[src/rtl/mac_stop_accum.sv]
`default_nettype none
// ============================================================================
// Module   : mac_stop_accum
// Purpose  : Accumulation stage behind the MAC multiply slice. It sums K
//            products into each C[i][j] element. Finished elements go to
//            result SRAM C through a 2-entry output buffer that uses a ready
//            handshake. all_done pulses once all M*N elements are written.
// Ports    : clk, reset (async, active-high)
//            product_in/product_valid, a_row_idx/b_col_idx/k_idx : product in
//            c_we/c_wready/c_row_addr/c_col_addr/c_data          : SRAM C write
//            busy (RUN or DRAIN), all_done (1-cycle pulse),
//            overflow (sticky, element lost on a full buffer)
//            seq_err (sticky k_idx ordering error), present only with the
//            MAC_STOP_ACCUM_SEQ_CHECK_EN macro defined
// Revision : 1.0 - initial release
// ============================================================================
module mac_stop_accum #(
  parameter int M                        = 4,
  parameter int K                        = 4,
  parameter int N                        = 4,
  parameter int DATA_WIDTH_INIT_MATRIX   = 32,
  parameter int DATA_WIDTH_RESULT_MATRIX = 2*DATA_WIDTH_INIT_MATRIX+$clog2(K)
) (
  input  logic                                clk,
  input  logic                                reset,
  input  logic [2*DATA_WIDTH_INIT_MATRIX-1:0] product_in,
  input  logic                                product_valid,
  input  logic [$clog2(M)-1:0]                a_row_idx,
  input  logic [$clog2(N)-1:0]                b_col_idx,
  input  logic [$clog2(K)-1:0]                k_idx,
  output logic                                c_we,
  input  logic                                c_wready,
  output logic [$clog2(M)-1:0]                c_row_addr,
  output logic [$clog2(N)-1:0]                c_col_addr,
  output logic [DATA_WIDTH_RESULT_MATRIX-1:0] c_data,
  output logic                                busy,
  output logic                                all_done,
  output logic                                overflow
`ifdef MAC_STOP_ACCUM_SEQ_CHECK_EN
  ,
  output logic                                seq_err
`endif
);

  localparam int c_row_w = $clog2(M);
  localparam int c_col_w = $clog2(N);
  localparam int c_k_w   = $clog2(K);
  localparam int c_res_w = DATA_WIDTH_RESULT_MATRIX;
  localparam int c_cnt_w = $clog2(M*N+1);

  localparam logic [c_cnt_w-1:0] c_total    = c_cnt_w'(M*N);
  localparam logic [c_k_w-1:0]   c_k_last   = c_k_w'(K-1);
  localparam logic [c_row_w-1:0] c_row_last = c_row_w'(M-1);
  localparam logic [c_col_w-1:0] c_col_last = c_col_w'(N-1);

  typedef enum logic [1:0] {
    S_IDLE  = 2'd0,
    S_RUN   = 2'd1,
    S_DRAIN = 2'd2,
    S_DONE  = 2'd3
  } state_t;

  state_t               state_q;
  logic [c_res_w-1:0]   acc_q;
  logic [c_cnt_w-1:0]   cnt_q,      cnt_d;

  // Buffer entry 0 is the head and drives the SRAM C port directly.
  // Entry 1 is only occupied while the head is still waiting.
  logic                 head_v_q,   head_v_d;
  logic [c_row_w-1:0]   head_row_q, head_row_d;
  logic [c_col_w-1:0]   head_col_q, head_col_d;
  logic [c_res_w-1:0]   head_dat_q, head_dat_d;
  logic                 tail_v_q,   tail_v_d;
  logic [c_row_w-1:0]   tail_row_q, tail_row_d;
  logic [c_col_w-1:0]   tail_col_q, tail_col_d;
  logic [c_res_w-1:0]   tail_dat_q, tail_dat_d;

  logic                 w_accept;     // product consumed this cycle
  logic                 w_abort;      // upstream stopped mid-run
  logic                 w_close;      // element finished, push requested
  logic                 w_last_elem;  // finished element is (M-1, N-1)
  logic                 w_pop;
  logic                 w_push;
  logic                 w_drop;
  logic                 w_drain_end;  // DRAIN sees an empty buffer
  logic [c_res_w-1:0]   w_acc_next;

  assign c_we       = head_v_q;
  assign c_row_addr = head_row_q;
  assign c_col_addr = head_col_q;
  assign c_data     = head_dat_q;

  always_comb begin
    w_accept    = product_valid && (state_q == S_IDLE || state_q == S_RUN);
    w_abort     = !product_valid && (state_q == S_RUN);
    w_acc_next  = (k_idx == '0) ? c_res_w'(product_in)
                                : acc_q + c_res_w'(product_in);
    w_close     = w_accept && (k_idx == c_k_last);
    w_last_elem = w_close && (a_row_idx == c_row_last) && (b_col_idx == c_col_last);
    w_pop       = head_v_q && c_wready;
    // A simultaneous pop frees a slot, so a push into a full buffer is legal.
    w_push      = w_close && (!tail_v_q || w_pop);
    w_drop      = w_close && tail_v_q && !w_pop;
    w_drain_end = (state_q == S_DRAIN) && !head_v_q;
  end

  // Buffer next state: shift the tail forward on a pop, then place a new
  // element in the first free slot.
  always_comb begin
    head_v_d   = head_v_q;
    head_row_d = head_row_q;
    head_col_d = head_col_q;
    head_dat_d = head_dat_q;
    tail_v_d   = tail_v_q;
    tail_row_d = tail_row_q;
    tail_col_d = tail_col_q;
    tail_dat_d = tail_dat_q;
    if (w_pop) begin
      head_v_d   = tail_v_q;
      head_row_d = tail_row_q;
      head_col_d = tail_col_q;
      head_dat_d = tail_dat_q;
      tail_v_d   = 1'b0;
    end
    if (w_push) begin
      if (!head_v_d) begin
        head_v_d   = 1'b1;
        head_row_d = a_row_idx;
        head_col_d = b_col_idx;
        head_dat_d = w_acc_next;
      end else begin
        tail_v_d   = 1'b1;
        tail_row_d = a_row_idx;
        tail_col_d = b_col_idx;
        tail_dat_d = w_acc_next;
      end
    end
  end

  // The element counter restarts at every run boundary. This keeps leftovers
  // from an aborted or short run out of the next run's count.
  always_comb begin
    cnt_d = cnt_q;
    if ((state_q == S_DONE) || w_abort || (state_q == S_IDLE && w_accept) ||
        (w_drain_end && cnt_q != c_total)) begin
      cnt_d = '0;
    end else if (w_pop) begin
      cnt_d = cnt_q + c_cnt_w'(1);
    end
  end

  always_ff @(posedge clk or posedge reset) begin
    if (reset) begin
      acc_q      <= '0;
      cnt_q      <= '0;
      head_v_q   <= 1'b0;
      head_row_q <= '0;
      head_col_q <= '0;
      head_dat_q <= '0;
      tail_v_q   <= 1'b0;
      tail_row_q <= '0;
      tail_col_q <= '0;
      tail_dat_q <= '0;
    end else begin
      if (w_abort || w_close) begin
        acc_q <= '0;
      end else if (w_accept) begin
        acc_q <= w_acc_next;
      end
      cnt_q      <= cnt_d;
      head_v_q   <= head_v_d;
      head_row_q <= head_row_d;
      head_col_q <= head_col_d;
      head_dat_q <= head_dat_d;
      tail_v_q   <= tail_v_d;
      tail_row_q <= tail_row_d;
      tail_col_q <= tail_col_d;
      tail_dat_q <= tail_dat_d;
    end
  end

  // Control FSM with registered busy / all_done / overflow.
  always_ff @(posedge clk or posedge reset) begin
    if (reset) begin
      state_q  <= S_IDLE;
      busy     <= 1'b0;
      all_done <= 1'b0;
      overflow <= 1'b0;
    end else begin
      all_done <= 1'b0;
      if (state_q == S_IDLE && product_valid) begin
        overflow <= w_drop;
      end else if (w_drop) begin
        overflow <= 1'b1;
      end
      case (state_q)
        S_IDLE: begin
          if (product_valid) begin
            state_q <= w_last_elem ? S_DRAIN : S_RUN;
            busy    <= 1'b1;
          end
        end
        S_RUN: begin
          if (!product_valid) begin
            state_q <= S_IDLE;
            busy    <= 1'b0;
          end else if (w_last_elem) begin
            state_q <= S_DRAIN;
          end
        end
        S_DRAIN: begin
          if (w_drain_end) begin
            busy <= 1'b0;
            if (cnt_q == c_total) begin
              state_q  <= S_DONE;
              all_done <= 1'b1;
            end else begin
              state_q <= S_IDLE;
            end
          end
        end
        S_DONE: begin
          state_q <= S_IDLE;
        end
        default: begin
          state_q <= S_IDLE;
          busy    <= 1'b0;
        end
      endcase
    end
  end

`ifdef MAC_STOP_ACCUM_SEQ_CHECK_EN
  logic [c_k_w-1:0] prev_k_q;
  logic [c_k_w-1:0] w_k_expect;

  // The first product of a run, or the first product after an element closes,
  // must carry k_idx 0. Otherwise k_idx must follow the previous one.
  always_comb begin
    if (state_q == S_IDLE || prev_k_q == c_k_last) begin
      w_k_expect = '0;
    end else begin
      w_k_expect = prev_k_q + c_k_w'(1);
    end
  end

  always_ff @(posedge clk or posedge reset) begin
    if (reset) begin
      prev_k_q <= c_k_last;
      seq_err  <= 1'b0;
    end else if (w_accept) begin
      prev_k_q <= k_idx;
      if (state_q == S_IDLE) begin
        seq_err <= (k_idx != w_k_expect);
      end else if (k_idx != w_k_expect) begin
        seq_err <= 1'b1;
      end
    end
  end
`endif

endmodule
`default_nettype wire

[config.mk]
export PLATFORM = sky130hd
export DESIGN_NAME = mac_stop_accum
export DESIGN_NICKNAME = d
export VERILOG_FILES = /design/src/rtl/mac_stop_accum.sv
export SDC_FILE = /design/constraint.sdc
export NUM_CORES = 1
export LEC_CHECK = 0
export CORE_MARGIN = 4
export CORE_UTILIZATION = 40
export CTS_CLUSTER_DIAMETER = 60
export DETAILED_ROUTE_END_ITERATION = 8
export SYNTH_ARGS = -nofsm -noshare
export SYNTH_HDL_FRONTEND = slang
export SYNTH_SLANG_ARGS = --single-unit
[constraint.sdc]
create_clock -name clk -period 7.2 [get_ports clk]
set_input_delay 1.44 -clock clk [delete_from_list [all_inputs] [get_ports clk]]
set_output_delay 1.44 -clock clk [all_outputs]
set_load 0.03 [all_outputs]
; After elaboration in Yosys (flattened, before gate mapping)
; Cells that the tools add are included.
[totals]
reg_bits = 218
in_bits = 74
out_inout_bits = 74
[classes]
addsub = 2
eq_ne = 12
mux = 35
reduce_logical = 32
[op_table]
columns = operator, count
row1 = $mux W66, 6
row2 = $add A66 B64 Y66, 1
row3 = $mux W2, 12
row4 = $logic_and A1 B1 Y1, 13
row5 = $mux W1, 13
row6 = $eq A2 B2 Y1 const B, 5
row7 = $mux W5, 2
row8 = $pmux W2 S4, 1
row9 = $logic_or A1 B1 Y1, 6
row10 = $ne A2 B2 Y1 const B, 3
row11 = $reduce_bool A2 Y1, 3
row12 = $add A5 B1 Y5 const B, 1
row13 = $eq A5 B5 Y1 const B, 1
row14 = $ne A5 B5 Y1 const B, 1
row15 = $logic_not A1 Y1, 4
row16 = $logic_not A2 Y1, 2
row17 = $reduce_and A4 Y1, 1
row18 = $ne A3 B3 Y1 const B, 1
row19 = $pmux W1 S3, 1
row20 = $reduce_and A3 Y1, 1
row21 = $reduce_bool A3 Y1, 1
row22 = $eq A2 B1 Y1 const B, 1
row23 = $reduce_and A2 Y1, 1

; Depth between registers and ports, before layout
[depth]
word_depth = 9
ltp_mapped = 12

; Worst setup path before layout
; OpenSTA, ideal clock, no wires.
[synth_path]
path_kind = in2reg
start = input product_in[0]
end = register acc_q[64]
setup_ns = 0.076
arrival_time_ns = 3.996
required_time_ns = 7.124
slack_ns = 3.127
path_stages = 12
path_cell_list = ha_1 > fa_1 > a21oi_1 > o211ai_2 > nand2_1 > a311o_1 > a31oi_4 > a21oi_2 > o21a_1 > o41a_1 > or3_1 > o21ai_1
[synth_via]
elab_chain_len = 4
[synth_rtl]
columns = item, line_no
row1 = from (decl), 26  ; input logic [2*DATA_WIDTH_INIT_MATRIX-1:0] product_in,
row2 = $add A66 B64 Y66, 97  ; : acc_q + c_res_w'(product_in);
row3 = $mux W66, 96  ; w_acc_next = (k_idx == '0) ? c_res_w'(product_in)
row4 = $mux W66, 167  ; end else if (w_accept) begin
row5 = $mux W66, 165  ; if (w_abort || w_close) begin
row6 = to (signal assigned), 168  ; acc_q <= w_acc_next;
row7 = to (decl), 64  ; logic [c_res_w-1:0] acc_q;
; No other way between the ends. The select of a mux whose other input is x is not followed.
; A chain may end at the register's enable or synchronous reset.

; Final worst setup path
[layout_path]
start = input product_in[1]
end = register acc_q[59]
; The elaborated chain is that of the path after synthesis.

==> metrics.md <==
| Metric | Value |
|---|---|
| Outcome | completed |
| Register-to-Register Path Depth | 11 |
| Skew final | around 12 ps |
| Pwr/cell area | between 400 and 500 mW/mm2 |
| Synth top area share | 0.419 |
| Cts repair resizes | 0 |
| Initial antenna violation count | 0 |
| R2r setup slk | approximately 3500 ps |
| Peak VDD IR | roughly 0.24 mV |
| Routed wire length | around 38,000 um |
| Rows | 65 |
| Power share of the sequential group | 0.290 |
| Average cell area after synthesis | between 8 and 9 um2 |
| Worst hold path type | reg -> reg |
| Max-slew violations | 0 |
| Yosys cell types | 55 |
| Sink Count | about 220 |
| Clock latency on the worst-skew pair | around 540 ps |
| Hold buffers post-CTS | 0 |
| DP Worst Slack | between 1500 and 2000 ps |
| Area Overhead vs Synth | 19.9% |
| Combinational power share | 0.529 |
| Final nets | 1,822 |
| Die footprint | ~0.035 mm2 |
| Worst reg2reg endpoint | acc_q[59] |
| Die span in x | between 150 and 200 um |
| Placed Instances | ~2,100 |
| Post-synthesis async set-or-reset flop share | 1.00 |
| Worst-margin pin slew | around 960 ps |
| Tcrit/Tclk final | 0.658 |
| Final Critical Period | roughly 4700 ps |
| Most common cell after layout, fill and taps aside | nand2_1 |
| Layout cells sized above 1 | 0.0425 |
| Worst R2R Start | acc_q[4] |
| Max Cap Viol | 0 |
| #FFs+latches synth | 218 |
| Vias | between 10,000 and 15,000 |
| Synth warn | 0 |
| Clk root buf | clkbuf_16 |
| Worst-path fanout max | 5 |
| Initial DRC Count | roughly 770 |
| Core area | approximately 0.032 mm2 |
| WP data arrival | 5190 ps |
| Fin worst setup slack | between 2000 and 2500 ps |
| Post-Syn Area | 0.0130 mm2 |
| Max-Slew Margin vs Limit | 0.363 |
| Critical Path RT | about 7700 ps |
| Final setup TNS | 0 ps |
| Clock power share | 0.180 |
| GRT Resource Usage Total | 0.211 |
| Final std cells w/o fill | 2,130 |
| Peak Freq | 211 MHz |
| DRC | 0 |
| Post-DP HPWL | between 20,000 and 30,000 um |
| Postcts setup bufs | 0 |
| Most frequent cells in the layout | nand2_1 (371), dfrtp_1 (218), o21ai_0 (176), a21oi_1 (167), clkdlybuf4s50_1 (147) |
| Worst min-delay path endpoint | tail_row_q[0] |
| Pint | 0.00381 W |
| Syn Inst Count | roughly 1,600 |
| Critical path class | in -> reg |
| Yosys top cell by area | dfrtp_1 |
| Clk buf depth | 3 |
| Final Hold Viols | 0 |
| DRT antenna net count | 0 |
| Vias in the first global route | ~11,000 |
| I/O Buffers | between 100 and 150 |
| EDFF count, synth | 0 |
| First drt pass iteration count | 5 |
| CP Capture Type | flop |
| CTS buffer count | 26 |
| Grt total ovfl | 0 |
| H-tree depth | 1 |
| Synth Net Count | 1,734 |
| Predominant post-synthesis flop cell | dfrtp_1 |
| Vias per cell | about 5.5 |
| Largest net degree at the start of global routing | 73 |
| WL/cell | approximately 18 um |
| Starting density of the core | 0.409 |
| Routability cong. | 0.925 |
| Sw power | just over 0.003 W |
| Unrepaired setup endpoints after global routing | false |
| Leakage power | 7.00 nW |
| Global-route wire length before repair | approximately 63,000 um |
| Min-Delay Path Depth | 2 |
| Core Util, Final | 0.491 |
| Hold Crit Start | tail_row_q[0] |
| Worst setup SP type | input pin |
| Final hold slack | between 400 and 500 ps |
| Sequential fraction of the synthesis area | 0.419 |
| CTS tree | built |
| Clock Pin Slew Worst Setup and Hold Paths | around 60 ps |
| Sw Share | 0.445 |
| Final setup vio count | 0 |
| IO Count | about 150 |
| Die height | approximately 190 um |
| Largest cells by area after synthesis | dfrtp_1 (42%), nand2_1 (11%), o21ai_0 (6.8%), ha_1 (6.7%), a21oi_1 (6.5%) |
[critical path: stages]
cell and delay, ps:
clkdlybuf4s50_1 520, ha_1 360, a211oi_1 270, o211ai_1 150, a31oi_1 440, o211ai_1 290, a31o_2 320, a31oi_1 530
o21ai_0 240, xnor2_1 330, mux2i_1 120, o21ai_0 180
[synth_stat cells, types with 4 or more instances]
cell      number
a211oi_1       4
a21boi_0       5
a21o_1        28
a21oi_1      168
a221oi_1       5
a22o_1         4
a31oi_1       24
a32oi_1       11
and2_1         4
and3_1        58
buf_1         10
buf_2          5
clkbuf_1      85
dfrtp_1      218
ha_1          70
inv_1         27
mux2i_1       17
nand2_1      372
nand3_1       17
nand4_1       26
nor2_1        87
nor2b_1        6
nor3_1        11
o211ai_1      11
o21a_1        12
o21ai_0      177
o21bai_1      11
o221ai_1       5
o31ai_1        5
or3_1          6
xnor2_1       40
xor2_1        28
[stage by stage]
step / area (um2) / power, W
finish: 15600 / 0.00687
floorplan: 13000 / 0.00449
detailed placement: 14800 / 0.00563
CTS: 15600 / 0.00692
global route: 15600 / 0.00743
global placement: 14800 / 0.00560
[routing by layer]
layer  global-route usage  part of all wire  vias to the layer above
met3               0.0272             0.045                       46
met1                0.316              0.49                     5630
met4               0.0446             0.022                        0
li1                     -                 -                     5722
met2                0.329              0.44                      295
met5                    0                 0                        -
[power groups by stage]
| stage | Sequential (W) | Combinational (W) | Clock, W |
|---|---|---|---|
| 6_report | 0.00200 | 0.00364 | 0.00124 |
| 5_1_grt | 0.00206 | 0.00405 | 0.00132 |
| 4_1_cts | 0.00200 | 0.00364 | 0.00127 |
| 3_5_place_dp | 0.00201 | 0.00362 | 0 |
| 3_3_place_gp | 0.00200 | 0.00360 | 0 |
| 2_1_floorplan | 0.00234 | 0.00215 | 0 |
[how the worst max path moves through the flow]
stage                              start             end  cells past startpoint
final                      product_in[1]       acc_q[59]                     12
after global routing      product_in[16]  tail_dat_q[65]                     12
after CTS                  product_in[4]  tail_dat_q[63]                     12
after detailed placement   product_in[4]  tail_dat_q[63]                     12
after global placement     product_in[1]       acc_q[59]                     12
after floorplan                    reset        acc_q[0]                      1
[layout make-up]
| class | instances | area, um2 |
|---|---|---|
| Antenna cell | 1 | 2.50 |
| Timing Repair Buffer | 160 | 1570 |
| Inverter | 27 | 105 |
| Fill cell | 3028 | 16200 |
| Tap cell | 435 | 544 |
| Clock buffer | 33 | 717 |
| Sequential cell | 218 | 5460 |
| Clock inverter | 12 | 82.6 |
| Multi-Input combinational cell | 1244 | 7130 |
[kinds of logic (layout without fill, tap and decap cells)]
| group | count (synthesis) | after routing | synth area share |
|---|---|---|---|
| AOI/OAI and AO/OA | 486 | 486 | 0.216 |
| xor gates and xnor gates | 68 | 68 | 0.0458 |
| adders and majority gates | 71 | 71 | 0.0688 |
| buffers and inverters | 127 | 232 | 0.0371 |
| DFF | 218 | 218 | 0.419 |
| muxes | 17 | 17 | 0.0131 |
| other | 0 | 1 | 0 |
| and+or+nand+nor | 602 | 602 | 0.200 |
[sequential cells by signal, indices dropped and copies added (netlist names)]
name,flops
overflow,1
c_we,1
cnt_q,5
tail_row_q,2
c_data,66
state_q,2
tail_col_q,2
c_col_addr,2
busy,1
c_row_addr,2
acc_q,66
tail_dat_q,66
all_done,1
tail_v_q,1
Power figures use the tool's default switching activity.
==> RTL edit (config.mk and constraints unchanged) <==
The option `MAC_STOP_ACCUM_SEQ_CHECK_EN` is turned on by a define.
--- a/src/rtl/mac_stop_accum.sv
+++ b/src/rtl/mac_stop_accum.sv
@@ -16,2 +16,4 @@
 // ============================================================================
+`define MAC_STOP_ACCUM_SEQ_CHECK_EN
+
 module mac_stop_accum #(
Function (old outputs only; new: seq_err): same outputs for any inputs over 4 cycles, from zero or initial values and one cycle with reset high; that may be too few to reach the edited logic, so the function may still have changed.
==> RTL edit against the unedited design <==
Non-clock buffer count unchanged; critical endpoint is now tail_dat_q[60]; global-route usage increased by 0.33 points; maximum frequency increased by 1.6%; via count increased by 1.6%; register-to-register slack improved by 0.05 ns; setup slack improved by 0.074 ns; count of clock-buffer cells in the layout increased by 3; sequential cell count increased by 3; combinational power increased by 4%; final cell count increased by 1.2%; design area increased by 3.1%; routed wire length increased by 4.2%; power increased by 4.8%; synthesized area increased by 2.5%.
==> RTL edit: results (changes against the unedited design) <==
Drt
  – Wirelength per Cell: 18.3 µm (+3.0%)
  – Topmost layer with routed signal wires: met5
  – Routed wire length: 39.5 mm (+4.2%)
  – Wire length on met3: 1.95 mm (+15%)
  – Met2 WL post-DR: 18.4 mm (+11%)
  – DRT iter0 DRCs: 913 (+19%)
  – Wire length the detailed router placed on met1: 18.3 mm (-2.2%)
  – Number of iterations in the first detailed-routing pass: 6 (+1)

Layout
  – Sequential cell area: 5530 µm² (+1.4%)
  – Fraction of area in multi-input gates: 46.1% (+0.38 points)
  – Number of fillers in the final layout: 3,175 (+4.9%)
  – Net count of the finished layout: 1,837 (+0.82%)
  – Clock buffer cells: 36 (+9.1%)
  – Post-Layout Inst Area: 16,100 µm² (+3.1%)
  – Multi-input gate count: 1,254 (+0.80%)
  – Clock network contribution to total cell area: 5.59% (+0.46 points)
  – Final-layout non-clock buffer area share: 9.85% (-0.21 points)

STA
  – Final setup skew: 0.0159 ns (+0.00346 ns)
  – Worst slew margin: 27.5% (-8.7 points)

Yosys
  – Most instantiated cells after synthesis: 379 x sky130_fd_sc_hd__nand2_1, 219 x sky130_fd_sc_hd__dfrtp_1, 168 x sky130_fd_sc_hd__o21ai_0, 152 x sky130_fd_sc_hd__a21oi_1, 86 x sky130_fd_sc_hd__clkbuf_1
  – Adder and majority cell fraction of the synthesized area: 6.81% (-0.077 points)
  – Xor-xnor portion of the synthesized cell area: 4.40% (-0.18 points)
  – Sequential fraction of the synthesis area: 41.5% (-0.46 points)
  – Number of nets in the synthesized netlist: 1,742 (+0.46%)

Clock network
  – Clock sink count: 221 (+1.4%)
  – Number of buffers created by CTS: 27 (+3.8%)

Critical path
  – Critical-path top delay cell: sky130_fd_sc_hd__a221oi_2
  – Slowest Stage Delay on Critical Path: 0.45 ns (-0.08 ns)
  – Highest net fanout along the worst path: 4 (-1)

Place
  – Detailed placer's ending HPWL: 27.7 mm (+7.1%)
  – Routability congestion estimate: 0.912 (-1.3%)
  – Number of placed instances with taps included: 2,104 (+0.96%)

Power
  – Part of the total power dissipated in combinational logic: 52.7% (-0.2 points)

GRT
  – Maximum number of pins on one net before global-route repair: 108 (+48%)
  – GR Util met1: 29.6% (-2.0 points)
  – Initial antenna violation count: 2 (+2)
  – Wire length of the first global-routing pass: 64.0 mm (+2.4%)
  – Met3 Use GR: 3.33% (+0.61 points)
  – GR Util All Layers: 21.4% (+0.33 points)

Run status
  – Outcome: finished, final reports clean
[RTL edit: cell count changes in the layout (fill, tap and decap cells not counted), moves of 7 or more]
cell and change:
sky130_fd_sc_hd__and3_1 +11, sky130_fd_sc_hd__nand2_1 +7, sky130_fd_sc_hd__a21o_1 +12, sky130_fd_sc_hd__nand4_1 -10, sky130_fd_sc_hd__a21oi_1 -16, sky130_fd_sc_hd__nor2_1 -9
sky130_fd_sc_hd__o21ai_0 -9
[RTL edit: worst paths after layout]
check / depth (start not counted) / slack, ns / to / startpoint
min reg2reg: 2 / 0.47 / prev_k_q[1] / prev_k_q[1]
max reg2reg: 13 / 3.51 / tail_dat_q[60] / acc_q[0]
min in group asynchronous: 2 / 1.33 / c_data[6] / reset
min: 2 / 0.47 / prev_k_q[1] / prev_k_q[1]
max: 14 / 2.53 / tail_dat_q[60] / product_in[0]
max in group asynchronous: 3 / 4.71 / acc_q[41] / reset
